<file path="config.mk">
export PLATFORM = sky130hd
export DESIGN_NAME = countdown_timer_flat
export DESIGN_NICKNAME = d
export VERILOG_FILES = /design/src/rtl/countdown_timer_if.sv /design/src/rtl/countdown_timer.sv /design/src/flat_wrapper.sv
export SDC_FILE = /design/constraint.sdc
export NUM_CORES = 1
export LEC_CHECK = 0
export CORE_MARGIN = 5
export CORE_UTILIZATION = 40
export DETAILED_ROUTE_END_ITERATION = 8
export PLACE_DENSITY = 0.7
export SETUP_SLACK_MARGIN = 0.1
export SYNTH_ARGS = -nofsm -noshare
export SYNTH_HDL_FRONTEND = slang
export SYNTH_SLANG_ARGS = --single-unit
</file>
<file path="constraint.sdc">
create_clock -name clk -period 2.94 [get_ports clk]
set_clock_uncertainty 0.2 [all_clocks]
set_input_delay 0.294 -clock clk [delete_from_list [all_inputs] [get_ports clk]]
set_output_delay 0.294 -clock clk [all_outputs]
set_load 0.005 [all_outputs]
</file>
<file path="src/rtl/countdown_timer_if.sv">
// Load/control and status bundle between a config source (master) and the
// countdown timer (slave).
interface countdown_timer_if #(
  parameter int WIDTH = 4
);
  logic             load_valid;
  logic             load_ready;
  logic [WIDTH-1:0] load_value;
  logic             auto_reload;
  logic             pause;
  logic             abort;
  logic [WIDTH-1:0] count;
  logic             busy;
  logic             done;

  modport master (
    output load_valid, load_value, auto_reload, pause, abort,
    input  load_ready, count, busy, done
  );

  modport slave (
    input  load_valid, load_value, auto_reload, pause, abort,
    output load_ready, count, busy, done
  );
endinterface

</file>
<file path="src/rtl/countdown_timer.sv">
// Loadable down-counter: accepts a start value, decrements once per clock and
// emits a one-cycle done pulse at zero, then stops or reloads.
module countdown_timer #(
  parameter int WIDTH = 4
) (
  input  logic               clk,
  input  logic               rst,
  countdown_timer_if.slave   bus
);

  typedef enum logic [1:0] {
    IDLE = 2'd0,
    RUN  = 2'd1,
    HOLD = 2'd2
  } state_t;

  state_t           state_q;
  logic [WIDTH-1:0] count_q;
  logic [WIDTH-1:0] reload_q;
  logic             done_q;

  // NOTE: sequential state uses non-blocking assignments only, so every
  // branch below reads the pre-edge values of count_q/state_q.
  always_ff @(posedge clk or posedge rst) begin
    if (rst) begin
      state_q  <= IDLE;
      count_q  <= '0;
      reload_q <= '0;
      done_q   <= 1'b0;
    end else begin
      // NOTE: done defaults low every edge; only a terminal edge re-asserts it,
      // which keeps it a single-cycle pulse without a separate clear path.
      done_q <= 1'b0;
      case (state_q)
        IDLE: begin
          if (bus.load_valid) begin
            if (bus.load_value != '0) begin
              count_q  <= bus.load_value;
              reload_q <= bus.load_value;
              state_q  <= RUN;
            end else begin
              count_q <= '0;
              done_q  <= 1'b1;
            end
          end
        end

        RUN: begin
          if (bus.abort) begin
            count_q <= '0;
            state_q <= IDLE;
          end else if (bus.pause) begin
            state_q <= HOLD;
          end else if (count_q > WIDTH'(1)) begin
            count_q <= count_q - WIDTH'(1);
          end else begin
            // Terminal edge: count_q is 1 here, RUN is never entered at 0.
            done_q <= 1'b1;
            if (bus.auto_reload) begin
              count_q <= reload_q;
            end else begin
              count_q <= '0;
              state_q <= IDLE;
            end
          end
        end

        HOLD: begin
          if (bus.abort) begin
            count_q <= '0;
            state_q <= IDLE;
          end else if (!bus.pause) begin
            state_q <= RUN;
          end
        end

        default: state_q <= IDLE;
      endcase
    end
  end

  // Status decoded from registered state only; no input-to-output paths.
  assign bus.load_ready = (state_q == IDLE);
  assign bus.busy       = (state_q == RUN) || (state_q == HOLD);
  assign bus.count      = count_q;
  assign bus.done       = done_q;

endmodule
</file>
<file path="src/flat_wrapper.sv">
// flat-port wrapper written by rule: the top's interface ports become plain ports
module countdown_timer_flat 
#(
  parameter int WIDTH = 4
)
  (clk, rst, bus_load_valid, bus_load_value, bus_auto_reload, bus_pause, bus_abort, bus_load_ready, bus_count, bus_busy, bus_done);
  countdown_timer_if #(.WIDTH(WIDTH)) bus_i ();
  input  logic clk;
  input  logic rst;
  input wire logic [$bits(bus_i.load_valid)-1:0] bus_load_valid;
  input wire logic [$bits(bus_i.load_value)-1:0] bus_load_value;
  input wire logic [$bits(bus_i.auto_reload)-1:0] bus_auto_reload;
  input wire logic [$bits(bus_i.pause)-1:0] bus_pause;
  input wire logic [$bits(bus_i.abort)-1:0] bus_abort;
  output wire logic [$bits(bus_i.load_ready)-1:0] bus_load_ready;
  output wire logic [$bits(bus_i.count)-1:0] bus_count;
  output wire logic [$bits(bus_i.busy)-1:0] bus_busy;
  output wire logic [$bits(bus_i.done)-1:0] bus_done;
  assign bus_i.load_valid = bus_load_valid;
  assign bus_i.load_value = bus_load_value;
  assign bus_i.auto_reload = bus_auto_reload;
  assign bus_i.pause = bus_pause;
  assign bus_i.abort = bus_abort;
  assign bus_load_ready = bus_i.load_ready;
  assign bus_count = bus_i.count;
  assign bus_busy = bus_i.busy;
  assign bus_done = bus_i.done;
  countdown_timer #(.WIDTH(WIDTH)) u_core (.clk(clk), .rst(rst), .bus(bus_i));
endmodule
</file>
==> results.md <==
* Post-Syn Area at 748 sq um
* Crit path launch type: register
* Clk root buf: clkbuf_4
* Post-synth cell types at 33
* Overall Global Routing Usage at 0.144
* PD cells at 1000 nW/um^2
* IO Port Bufs at 16
* RSZ-0062 raised after global routing: false
* Row count at 15
* Hold_buf cts at 0
* CTS Buffer Depth at 2
* Initial antenna violation count at 0
* Fin Setup TNS at 0 ns
* Routed WL at 1640 um
* Cell taking the most area after synthesis: dfrtp_1
* Asr flop ratio synth at 1.00
* Share of the synthesized area in the top cell type at 0.368
* Number of max-cap violations at 0
* Clock network power share at 0.113
* Area of the die at 2840 sq um
* Cell total after placement at 117
* Reg2reg start: u_core.bus.count[0]
* CTS Buf Count at 3
* Synth area leaders: dfrtp_1, ha_1, mux2_1, inv_1, a21oi_1
* Largest delay contributor family on the critical path: buffers and inverters
* Internal power at around 0.56 mW
* Worst reg2reg endpoint: u_core.bus.count[2]
* HPWL Detailed at 1320 um
* Clock sink count at 11
* Placed cell area at 936 sq um
* Sw power at 0.403 mW
* Core Area at 1750 sq um
* Leak at 0.427 nW
* Die W at 53.3 um
* GRT overflow at 0
* Final Cell Area at about 960 sq um
* Slew Limit Fails at 0
* First-pass GRT wire length at 2900 um
* Post-DRT Antenna Nets at 0
* HP Class: input pin to async pin
* Crit path from: u_core.state_q[1]
* Mean number of vias per cell at 5.18
* # setup viols final at 0
* Synth Instances at 77
* DRC errors left at 0
* Bufs and invs on worst path at 2
* CTS tree: yes
* Critical path class: register to output pin
* Avg Inst Size Synth at ~10 sq um
* CP endpoint: bus_load_ready
* Final design utilization at 0.551
* Number of synthesized flops with an enable pin at 0
* R2R Setup Slk at 1.00 ns
* Layout net count at between 100 and 150
* Synth warn at 0
* Slew @ Worst Pin at 0.422 ns
* Initial Utilization at 0.429
* CTS resizes at 0
* Levels on crit path at 3
* Critical Path Slowest Stage Cell: clkdlybuf4s50_1
* Register area share after synthesis at 0.368
* Layout cell share with drive strength beyond 1 at 0.0729
* Final Total Pwr at about 0.96 mW
* Final Cycle Share at 0.714
* Worst vdd ir at 0.485 mV
* Net Count, Synth at 93
* Via count at 627
* DRT Pass-1 Iters at 4
* Status: complete, no violations
* Setup Buffers After CTS at 0
* N_diodes at 0
* Gpl congestion at a little over 0.8
* # IOs at 17
* Worst path required time at 2.45 ns
* Slew HR at 0.719
* R2r worst-path depth at 6
* Power share of the combinational group at 0.585
* Final Hold Vio Count at 0
* Clock transition at the registers of the reported paths at 0.08 ns
* Finished Layout Cells at around 120
* Wirelength per Cell at 13.5 um
* Die Height at 53.3 um
* Largest net degree at the start of global routing at 12
* Critical-path cell list: inv_1 > ha_1 > clkdlybuf4s50_1
* CTS HTree Levels at 1
* Slowest Stage Delay on Critical Path at 0.54 ns
* Initial DRC count at 12
* Layout area overhead at 28.6%
* Fmax at 477 MHz
* Clk_lat worst skew at between 0.2 and 0.3 ns
* Fin crit period at approximately 2.1 ns
* Flop pwr share at 0.301
* Register bit total from synthesis at 11
* Number of global-route vias before repair at 638
* Top FF cell, synth: dfrtp_1
* Switching share of power at 0.418
* CP arrival at ~1.6 ns
* CP Max Fanout at 6
* Crit. End Element: output pin
==> power by group through the flow <==
stage          logic, mW  registers (mW)  clock network [mW]
5_1_grt            0.634           0.306               0.119
3_5_place_dp       0.564           0.296                   0
6_report           0.565           0.291               0.109
2_1_floorplan      0.380           0.282                   0
3_3_place_gp       0.557           0.294                   0
4_1_cts            0.569           0.292               0.112
==> registers in the layout (all words and copies together), names as in the netlist <==
signal,flops
u_core.bus.count,4
u_core.state_q,2
u_core.reload_q,4
u_core.bus.done,1
==> worst min-delay path by stage <==
stage | startpoint | endpoint | slack (ns)
finish | rst | u_core.reload_q[0] | 0.1
CTS | rst | u_core.state_q[0] | 0.11
global route | rst | u_core.state_q[0] | 0.15
floorplan | rst | u_core.bus.count[0] | -0.05
global placement | u_core.reload_q[2] | u_core.reload_q[2] | 0.27
detailed placement | u_core.reload_q[2] | u_core.reload_q[2] | 0.28
==> cells in the final DEF, fill, tap and decap left out, drive strengths merged, types with 2 or more instances in the layout <==
master | Yosys | final
a21boi | 2 | 2
a21o | 2 | 2
a21oi | 5 | 5
and4 | 2 | 2
clkbuf | 1 | 4
clkdlybuf4s50 | 0 | 16
dfrtp | 11 | 11
ha | 6 | 6
inv | 7 | 7
mux2 | 4 | 4
mux2i | 2 | 2
nand2 | 5 | 5
nand3 | 2 | 2
nor2 | 7 | 7
nor3 | 2 | 2
o21ai | 2 | 2
xor2 | 2 | 2
==> cells by family after synthesis <==
kind of cell | count (synthesis) | synth area share
AOI/OAI and AO/OA | 19 | 0.191
xor gates and xnor gates | 2 | 0.0234
adders and majority gates | 6 | 0.100
buffers and inverters | 8 | 0.0401
DFF | 11 | 0.368
muxes | 6 | 0.0870
and+or+nand+nor | 25 | 0.191
==> synthesized netlist by cell type, types with 2 or more instances <==
cell type / number
a21o_1: 2
xor2_1: 2
and4_1: 2
nor2_1: 6
nand2_1: 5
dfrtp_1: 11
nand3_1: 2
mux2i_1: 2
nor3_1: 2
a21boi_1: 2
ha_1: 6
mux2_1: 4
inv_1: 7
a21oi_1: 5
==> layer usage <==
layer	wire length, um	GRT usage	vias to the layer above
li1	-	-	313
met5	0	0	-
met2	782	0.218	18
met4	63	0.115	0
met1	747	0.182	291
met3	42	0.0169	5
==> final cells by class <==
cell class	instances	area, sq um
fillers	167	783
multi-input cells	58	443
flip-flops and latches	11	275
repair buffers	16	160
well taps	25	31.3
clock buffers	4	26.3
inverters	7	26.3
==> per-stage QoR <==
stage / setup slack, ns / hold slack (ns)
6_report: 0.842 / 0.0972
5_1_grt: 0.755 / 0.148
4_1_cts: 0.829 / 0.111
3_5_place_dp: 0.929 / 0.276
3_3_place_gp: 0.924 / 0.272
2_1_floorplan: 1.17 / -0.0536
Power figures use the tool's default switching activity.
